File: config.mk
export PLATFORM = sky130hd
export DESIGN_NAME = conv2d_gather_reader_flat
export DESIGN_NICKNAME = d
export VERILOG_FILES = /design/src/rtl/conv2d_gather_reader_if.sv /design/src/rtl/conv2d_gather_reader.sv /design/src/flat_wrapper.sv
export SDC_FILE = /design/constraint.sdc
export NUM_CORES = 2
export LEC_CHECK = 0
export ABC_CLOCK_PERIOD_IN_PS = 9940
export CORE_UTILIZATION = 30
export DETAILED_ROUTE_END_ITERATION = 8
export SYNTH_ARGS = -nofsm -noshare
export SYNTH_HDL_FRONTEND = slang
export SYNTH_SLANG_ARGS = --single-unit
File: constraint.sdc
create_clock -name clk -period 9.94 [get_ports clk]
set_input_delay 1.988 -clock clk [delete_from_list [all_inputs] [get_ports clk]]
set_output_delay 1.988 -clock clk [all_outputs]
set_load 0.005 [all_outputs]
File: src/rtl/conv2d_gather_reader_if.sv
`default_nettype none
// ============================================================================
//  Module      : conv2d_gather_reader_if
//  Description : Control, read-request and output-stream signals of the
//                2-D convolution gather reader, bundled with master (reader)
//                and slave (memory / consumer side) modports.
//  Revision    : 1.0 - initial release
// ============================================================================
interface conv2d_gather_reader_if #(
    parameter int AW = 16
);
    logic                 start;
    logic                 rd_req;
    logic                 rd_ack;
    logic [AW-1:0]        rd_addr_in;
    logic [AW-1:0]        rd_addr_w;
    logic                 valid_in;
    logic signed [15:0]   input_data;
    logic signed [15:0]   weight_data;
    logic                 valid_out;
    logic                 ready_out;
    logic signed [31:0]   output_data;
    logic                 busy;
    logic                 done;

    // Reader side: issues reads, produces the output stream.
    modport master (
        input  start,
        output rd_req,
        input  rd_ack,
        output rd_addr_in,
        output rd_addr_w,
        input  valid_in,
        input  input_data,
        input  weight_data,
        output valid_out,
        input  ready_out,
        output output_data,
        output busy,
        output done
    );

    // Environment side: memory responder and output consumer.
    modport slave (
        output start,
        input  rd_req,
        output rd_ack,
        input  rd_addr_in,
        input  rd_addr_w,
        output valid_in,
        output input_data,
        output weight_data,
        input  valid_out,
        output ready_out,
        input  output_data,
        input  busy,
        input  done
    );
endinterface : conv2d_gather_reader_if
`default_nettype wire

File: src/rtl/conv2d_gather_reader.sv
`default_nettype none
// ============================================================================
//  Module      : conv2d_gather_reader
//  Description : Sequential grouped/dilated/strided/padded 2-D convolution.
//                Walks outputs in (oc, oh, ow) order and, per output, taps in
//                (ci_local, kh, kw) order. Each in-bounds tap fetches one
//                input sample and one weight through a single-outstanding
//                request/response port and accumulates the product into a
//                40-bit signed accumulator. Out-of-bounds (pad) taps cost one
//                cycle and issue no read.
//  Options     : CONV2D_GATHER_SAT_EN - when defined, output_data saturates
//                the accumulator to 32-bit signed; otherwise it wraps.
//  Revision    : 1.0 - initial release
// ============================================================================
module conv2d_gather_reader #(
    parameter int IN_H   = 3,
    parameter int IN_W   = 3,
    parameter int C_IN   = 2,
    parameter int C_OUT  = 2,
    parameter int GROUPS = 2,
    parameter int KH     = 2,
    parameter int KW     = 2,
    parameter int SH     = 1,
    parameter int SW     = 1,
    parameter int PH     = 0,
    parameter int PW     = 0,
    parameter int DH     = 1,
    parameter int DW     = 1,
    parameter int AW     = 16
) (
    input  logic                   clk,
    input  logic                   rst,
    conv2d_gather_reader_if.master bus
);

    localparam int c_CPG = C_IN / GROUPS;
    localparam int c_OPG = C_OUT / GROUPS;
    localparam int c_OH  = (IN_H + 2 * PH - DH * (KH - 1) - 1) / SH + 1;
    localparam int c_OW  = (IN_W + 2 * PW - DW * (KW - 1) - 1) / SW + 1;

    localparam logic signed [39:0] c_SAT_MAX = 40'sd2147483647;
    localparam logic signed [39:0] c_SAT_MIN = -40'sd2147483648;

    // Channels must split evenly across groups; anything else is rejected.
    generate
        if (((C_IN % GROUPS) != 0) || ((C_OUT % GROUPS) != 0)) begin : g_bad_groups
            $error("conv2d_gather_reader: C_IN and C_OUT must be multiples of GROUPS");
        end
    endgenerate

    typedef enum logic [2:0] {
        S_IDLE = 3'd0,
        S_TAP  = 3'd1,
        S_REQ  = 3'd2,
        S_WAIT = 3'd3,
        S_EMIT = 3'd4,
        S_DONE = 3'd5
    } state_t;

    state_t              state_q, state_d;

    // Output position and tap position counters.
    int                  oc_q,  oc_d;
    int                  oh_q,  oh_d;
    int                  ow_q,  ow_d;
    int                  cil_q, cil_d;
    int                  kh_q,  kh_d;
    int                  kw_q,  kw_d;

    logic signed [39:0]  acc_q, acc_d;
    logic [AW-1:0]       addr_in_q, addr_in_d;
    logic [AW-1:0]       addr_w_q,  addr_w_d;

    // Tap geometry for the current counters.
    int                  w_grp;
    int                  w_ci;
    int                  w_ih;
    int                  w_iw;
    int                  w_addr_in;
    int                  w_addr_w;
    logic                w_pad;
    logic                w_last_tap;
    logic                w_last_out;

    // Successor positions.
    int                  w_kw_nxt, w_kh_nxt, w_cil_nxt;
    int                  w_ow_nxt, w_oh_nxt, w_oc_nxt;

    logic signed [31:0]  w_prod;
    logic signed [39:0]  w_prod_ext;
    logic signed [31:0]  w_out_data;

    logic                w_rd_req;
    logic                w_valid_out;
    logic                w_done;

    // Signed tap coordinates and the addresses they map to.
    always_comb begin
        w_grp      = oc_q / c_OPG;
        w_ci       = w_grp * c_CPG + cil_q;
        w_ih       = oh_q * SH - PH + kh_q * DH;
        w_iw       = ow_q * SW - PW + kw_q * DW;
        w_pad      = (w_ih < 0) || (w_ih > IN_H - 1) || (w_iw < 0) || (w_iw > IN_W - 1);
        w_addr_in  = (w_ci * IN_H + w_ih) * IN_W + w_iw;
        w_addr_w   = ((oc_q * c_CPG + cil_q) * KH + kh_q) * KW + kw_q;
        w_last_tap = (cil_q == c_CPG - 1) && (kh_q == KH - 1) && (kw_q == KW - 1);
        w_last_out = (oc_q == C_OUT - 1) && (oh_q == c_OH - 1) && (ow_q == c_OW - 1);
    end

    // Next tap in (ci_local, kh, kw) order, wrapping to the first tap.
    always_comb begin
        w_kw_nxt  = kw_q + 1;
        w_kh_nxt  = kh_q;
        w_cil_nxt = cil_q;
        if (kw_q == KW - 1) begin
            w_kw_nxt = 0;
            w_kh_nxt = kh_q + 1;
            if (kh_q == KH - 1) begin
                w_kh_nxt  = 0;
                w_cil_nxt = (cil_q == c_CPG - 1) ? 0 : cil_q + 1;
            end
        end
    end

    // Next output position in (oc, oh, ow) order.
    always_comb begin
        w_ow_nxt = ow_q + 1;
        w_oh_nxt = oh_q;
        w_oc_nxt = oc_q;
        if (ow_q == c_OW - 1) begin
            w_ow_nxt = 0;
            w_oh_nxt = oh_q + 1;
            if (oh_q == c_OH - 1) begin
                w_oh_nxt = 0;
                w_oc_nxt = (oc_q == C_OUT - 1) ? 0 : oc_q + 1;
            end
        end
    end

    // Full-precision signed product, sign-extended to accumulator width.
    always_comb begin
        w_prod     = 32'(bus.input_data) * 32'(bus.weight_data);
        w_prod_ext = {{8{w_prod[31]}}, w_prod};
    end

    // Accumulator to 32-bit output: saturate or wrap depending on build.
    always_comb begin
`ifdef CONV2D_GATHER_SAT_EN
        if (acc_q > c_SAT_MAX) begin
            w_out_data = 32'sh7FFFFFFF;
        end else if (acc_q < c_SAT_MIN) begin
            w_out_data = 32'sh80000000;
        end else begin
            w_out_data = acc_q[31:0];
        end
`else
        w_out_data = acc_q[31:0];
`endif
    end

    // Next-state, counter, accumulator and handshake decode.
    always_comb begin
        state_d     = state_q;
        oc_d        = oc_q;
        oh_d        = oh_q;
        ow_d        = ow_q;
        cil_d       = cil_q;
        kh_d        = kh_q;
        kw_d        = kw_q;
        acc_d       = acc_q;
        addr_in_d   = addr_in_q;
        addr_w_d    = addr_w_q;
        w_rd_req    = 1'b0;
        w_valid_out = 1'b0;
        w_done      = 1'b0;

        case (state_q)
            S_IDLE: begin
                if (bus.start) begin
                    oc_d    = 0;
                    oh_d    = 0;
                    ow_d    = 0;
                    cil_d   = 0;
                    kh_d    = 0;
                    kw_d    = 0;
                    acc_d   = '0;
                    state_d = S_TAP;
                end
            end

            S_TAP: begin
                if (w_pad) begin
                    // Pad tap contributes zero and just moves on.
                    cil_d   = w_cil_nxt;
                    kh_d    = w_kh_nxt;
                    kw_d    = w_kw_nxt;
                    state_d = w_last_tap ? S_EMIT : S_TAP;
                end else begin
                    // Latch addresses so they stay stable for the whole request.
                    addr_in_d = AW'(w_addr_in);
                    addr_w_d  = AW'(w_addr_w);
                    state_d   = S_REQ;
                end
            end

            S_REQ: begin
                w_rd_req = 1'b1;
                if (bus.rd_ack) begin
                    state_d = S_WAIT;
                end
            end

            S_WAIT: begin
                if (bus.valid_in) begin
                    acc_d   = acc_q + w_prod_ext;
                    cil_d   = w_cil_nxt;
                    kh_d    = w_kh_nxt;
                    kw_d    = w_kw_nxt;
                    state_d = w_last_tap ? S_EMIT : S_TAP;
                end
            end

            S_EMIT: begin
                w_valid_out = 1'b1;
                if (bus.ready_out) begin
                    if (w_last_out) begin
                        state_d = S_DONE;
                    end else begin
                        oc_d    = w_oc_nxt;
                        oh_d    = w_oh_nxt;
                        ow_d    = w_ow_nxt;
                        acc_d   = '0;
                        state_d = S_TAP;
                    end
                end
            end

            S_DONE: begin
                w_done  = 1'b1;
                state_d = S_IDLE;
            end

            default: begin
                state_d = S_IDLE;
            end
        endcase
    end

    // State, counters, accumulator and latched addresses.
    always_ff @(posedge clk) begin
        if (rst) begin
            state_q   <= S_IDLE;
            oc_q      <= 0;
            oh_q      <= 0;
            ow_q      <= 0;
            cil_q     <= 0;
            kh_q      <= 0;
            kw_q      <= 0;
            acc_q     <= '0;
            addr_in_q <= '0;
            addr_w_q  <= '0;
        end else begin
            state_q   <= state_d;
            oc_q      <= oc_d;
            oh_q      <= oh_d;
            ow_q      <= ow_d;
            cil_q     <= cil_d;
            kh_q      <= kh_d;
            kw_q      <= kw_d;
            acc_q     <= acc_d;
            addr_in_q <= addr_in_d;
            addr_w_q  <= addr_w_d;
        end
    end

    assign bus.rd_req      = w_rd_req;
    assign bus.rd_addr_in  = addr_in_q;
    assign bus.rd_addr_w   = addr_w_q;
    assign bus.valid_out   = w_valid_out;
    assign bus.output_data = w_out_data;
    assign bus.busy        = (state_q != S_IDLE);
    assign bus.done        = w_done;

endmodule : conv2d_gather_reader
`default_nettype wire

File: src/flat_wrapper.sv
// flat-port wrapper written by rule: the top's interface ports become plain ports
module conv2d_gather_reader_flat 
#(
    parameter int IN_H   = 3,
    parameter int IN_W   = 3,
    parameter int C_IN   = 2,
    parameter int C_OUT  = 2,
    parameter int GROUPS = 2,
    parameter int KH     = 2,
    parameter int KW     = 2,
    parameter int SH     = 1,
    parameter int SW     = 1,
    parameter int PH     = 0,
    parameter int PW     = 0,
    parameter int DH     = 1,
    parameter int DW     = 1,
    parameter int AW     = 16
)
  (clk, rst, bus_start, bus_rd_req, bus_rd_ack, bus_rd_addr_in, bus_rd_addr_w, bus_valid_in, bus_input_data, bus_weight_data, bus_valid_out, bus_ready_out, bus_output_data, bus_busy, bus_done);
  conv2d_gather_reader_if #(.AW(AW)) bus_i ();
  input  logic clk;
  input  logic rst;
  input wire logic [$bits(bus_i.start)-1:0] bus_start;
  output wire logic [$bits(bus_i.rd_req)-1:0] bus_rd_req;
  input wire logic [$bits(bus_i.rd_ack)-1:0] bus_rd_ack;
  output wire logic [$bits(bus_i.rd_addr_in)-1:0] bus_rd_addr_in;
  output wire logic [$bits(bus_i.rd_addr_w)-1:0] bus_rd_addr_w;
  input wire logic [$bits(bus_i.valid_in)-1:0] bus_valid_in;
  input wire logic [$bits(bus_i.input_data)-1:0] bus_input_data;
  input wire logic [$bits(bus_i.weight_data)-1:0] bus_weight_data;
  output wire logic [$bits(bus_i.valid_out)-1:0] bus_valid_out;
  input wire logic [$bits(bus_i.ready_out)-1:0] bus_ready_out;
  output wire logic [$bits(bus_i.output_data)-1:0] bus_output_data;
  output wire logic [$bits(bus_i.busy)-1:0] bus_busy;
  output wire logic [$bits(bus_i.done)-1:0] bus_done;
  assign bus_i.start = bus_start;
  assign bus_rd_req = bus_i.rd_req;
  assign bus_i.rd_ack = bus_rd_ack;
  assign bus_rd_addr_in = bus_i.rd_addr_in;
  assign bus_rd_addr_w = bus_i.rd_addr_w;
  assign bus_i.valid_in = bus_valid_in;
  assign bus_i.input_data = bus_input_data;
  assign bus_i.weight_data = bus_weight_data;
  assign bus_valid_out = bus_i.valid_out;
  assign bus_i.ready_out = bus_ready_out;
  assign bus_output_data = bus_i.output_data;
  assign bus_busy = bus_i.busy;
  assign bus_done = bus_i.done;
  conv2d_gather_reader #(.IN_H(IN_H), .IN_W(IN_W), .C_IN(C_IN), .C_OUT(C_OUT), .GROUPS(GROUPS), .KH(KH), .KW(KW), .SH(SH), .SW(SW), .PH(PH), .PW(PW), .DH(DH), .DW(DW), .AW(AW)) u_core (.clk(clk), .rst(rst), .bus(bus_i));
endmodule
==> results by group <==
Detailed routing
  – Final ANT Viol Nets: 0
  – Starting DRT DRC Count: ~1,800
  – Final WL: 92.55 mm
  – Average wire per standard cell: 17.61 microns
  – Drt first pass iters: 6
  – DR vias: 26,935
  – # DRC: 0
  – Vias per inst: 5.126

Synth
  – Adder-cell share of the synthesized area: 31.61%
  – Yosys top cell area share: 20.70%
  – Ranking of synthesized cells by area: fa_1 21%, dfxtp_1 16%, ha_1 11%
  – Register bit total from synthesis: about 260
  – Synth Area in Compound Gates: 14.10%
  – Dominant cell type by area after synthesis: fa_1
  – Ys Warns: 0
  – Post-synth EDFFs: 0
  – Mapped cell area: 31,430 sq um
  – Post-Syn Nets: around 4,500
  – Main combinational cell family by area after synthesis: adder cells
  – Syn_area_per_cell: 8.207 sq um
  – Simple-Gate Fraction of Synth Area: roughly 22%
  – Unique cell type count in the Yosys netlist: 90
  – Post-Synthesis Cells: 3,830
  – Async set-reset flop share out of synthesis: 0%
  – Post-Synth XOR/XNOR Area: 6.409%
  – Sequential element share of the synthesized area: 16.50%
  – Multiplexer share of the synthesized area: under 10%
  – Most used DFF post-synth: dfxtp_1

Worst setup path
  – Crit end category: flop
  – CP required: 10.46 ns
  – Arrival time at the worst endpoint: 8.87 ns
  – Startpoint Class: primary input
  – Critical path class: primary input to flop
  – CP Max Fanout: 16

GRT
  – Initial antenna violation count: 0
  – Congestion Overflow GR: 0
  – Number of global-route vias before repair: about 26,000
  – Global Route Usage Sum: 17.38%
  – Largest net degree at the start of global routing: 72
  – Global-route wire length before repair: 149.3 mm

Floorplan
  – Die ar.: 106,100 sq um
  – Chip width: 325.7 microns
  – Rows: between 100 and 150
  – # IOs: about 110
  – Initial Util: 30.33%
  – Die Y: 325.7 microns
  – CORE AREA: 103,600 sq um

Timing
  – Final Slew Violations: 0
  – Hold Vio Cnt, Final: 0
  – Hold WS: roughly 0.5 ns
  – Setup ws final: 1.597 ns
  – Worst rel slew slack: 16.60%
  – Clock Skew: 0.04964 ns
  – Fin crit share: 83.94%
  – Count of final setup violators: 0
  – RSZ-0062 raised after global routing: false
  – Fin crit period: 8.343 ns
  – Slew @ Worst Pin: 1.238 ns
  – Final setup TNS: 0 ns
  – Achievable Freq: 119.9 MHz

CTS
  – Clk slew on worst S/H paths: 0.06 ns
  – Clock Sinks: 259
  – Clk root buf: clkbuf_16
  – Post-CTS setup buffer count: 0
  – H-tree levels: 1
  – Clk Latency, worst-skew pair: 0.64 ns
  – Hold-fix buffers, CTS: 0
  – Cts repair resizes: 0
  – CTS Buf Count: 31
  – TritonCTS clock tree: done
  – Clk buf depth: 3

Place
  – Routability cong.: 0.8988
  – Dpl hpwl: 74.12 mm
  – Post-Place Worst Slack: ~1.1 ns
  – Port bufs: 105

Power
  – LEAKAGE: 16.03 nW
  – Power Density: 270.2 nW/um^2
  – Worst VDD drop: 0.4146 mV

Layout
  – Final nets: around 4,500
  – Share of layout cells above drive strength 1: 3.742%
  – Commonest non-fill, non-tap cells in the layout: 513 x inv_1, 360 x nand2_1, 325 x fa_1
  – Filler cells: 10,963
  – Commonest non-fill, non-tap cell in the layout: inv_1
  – Ant diodes: 0
  – Synthesis-to-finish area growth: 11.19%

Worst hold path
  – HP Class: flop to flop

Run status
  – Status: finished clean

Flow run
  – Max-cap violation count: 0
## per-layer routing
layer  vias to the layer above  track usage, %  part of all wire (%)
met5                         -               0                     0
met4                         0           3.705                   2.2
met3                       102           2.143                   4.8
met2                       667           28.56                    46
met1                     13095           24.28                    47
li1                      13071               -                     -
## cell usage after synthesis (all sizes together), types with 26 or more instances
library cell,count
mux2i,36
or4,31
a21o,63
clkbuf,111
fa,325
nor4,52
inv,513
buf,33
o21ai,138
nor3,58
and3,85
a21oi,196
nor2,285
xnor2,129
ha,274
and2,112
a31oi,40
nand3,136
dfxtp,259
o31ai,26
nand2,361
nand2b,29
or3,57
xor2,101
nand4,74
## through the flow
stage | std cells | utilization, % | total power, W | cell area (sq um)
finish | 5255 | 33.72 | 0.009445 | 34950
global route | 5255 | 33.72 | 0.01057 | 34950
CTS | 5255 | 33.72 | 0.009523 | 34950
detailed placement | 5200 | 32.63 | 0.008113 | 33820
global placement | 5200 | 32.63 | 0.008156 | 33820
floorplan | 3830 | - | 0.006561 | 31430
## kinds of logic after synthesis
family,count (synthesis)
buffers and inverters,658
AO/OA/AOI/OAI,673
XOR/XNOR,230
AND/OR/NAND/NOR,1373
multiplexers,38
flip-flops,259
adder cells (fa/ha/maj),599
## path summary, 6_finish.rpt
path | from | end | slack [ns] | cells after the start
worst max-delay path | bus_input_data[8] | u_core.acc_q[31]$_SDFFE_PP0P_ | 1.60 | 25
worst min-delay path | u_core.bus.rd_addr_in[14]$_SDFFE_PP0P_ | u_core.bus.rd_addr_in[14]$_SDFFE_PP0P_ | 0.49 | 2
worst max register to register | u_core.cil_q[0]$_SDFFE_PP0P_ | u_core.bus.rd_addr_in[15]$_SDFFE_PP0P_ | 1.82 | 31
worst min register to register | u_core.bus.rd_addr_in[14]$_SDFFE_PP0P_ | u_core.bus.rd_addr_in[14]$_SDFFE_PP0P_ | 0.49 | 2
## sequential cells by signal, summed over array words and instances (netlist names), 32 cells and up
name and flops:
u_core.acc_q 32, u_core.ow_q 32, u_core.cil_q 32, u_core.oh_q 32
u_core.kw_q 32, u_core.oc_q 32, u_core.kh_q 32
## power by group
| group | internal, W | switching [W] | total (W) |
|---|---|---|---|
| logic | 0.00303 | 0.00394 | 0.00697 |
| clock network | 0.000774 | 0.000519 | 0.00129 |
| registers | 0.00109 | 0.0000883 | 0.00118 |
## worst max-delay path: stages
cell,delay [ns]
clkdlybuf4s50_1,1.00
nand2_1,0.15
fa_1,0.51
inv_1,0.05
fa_1,0.50
inv_1,0.05
fa_1,0.48
inv_1,0.07
fa_1,0.57
inv_1,0.08
fa_1,0.53
fa_1,0.56
inv_1,0.05
ha_1,0.36
a21o_1,0.18
a21o_1,0.18
a21o_1,0.19
nor3_1,0.14
nand3b_1,0.20
a31oi_1,0.34
a211o_1,0.21
o21ai_0,0.11
xnor2_1,0.17
nand2_1,0.07
a21oi_1,0.14
## area by class of cell
type	instances	area (sq um)	area share, %
Clock buffer	40	869.6	2.488
Multi-Input combinational cell	2913	23710	67.85
Inverter	514	1929	5.520
Tap cell	1380	1727	4.940
Timing Repair Buffer	134	1266	3.623
Sequential cell	259	5185	14.84
Clock inverter	15	260.3	0.7446
No activity file was read; power rests on OpenSTA's default activity.
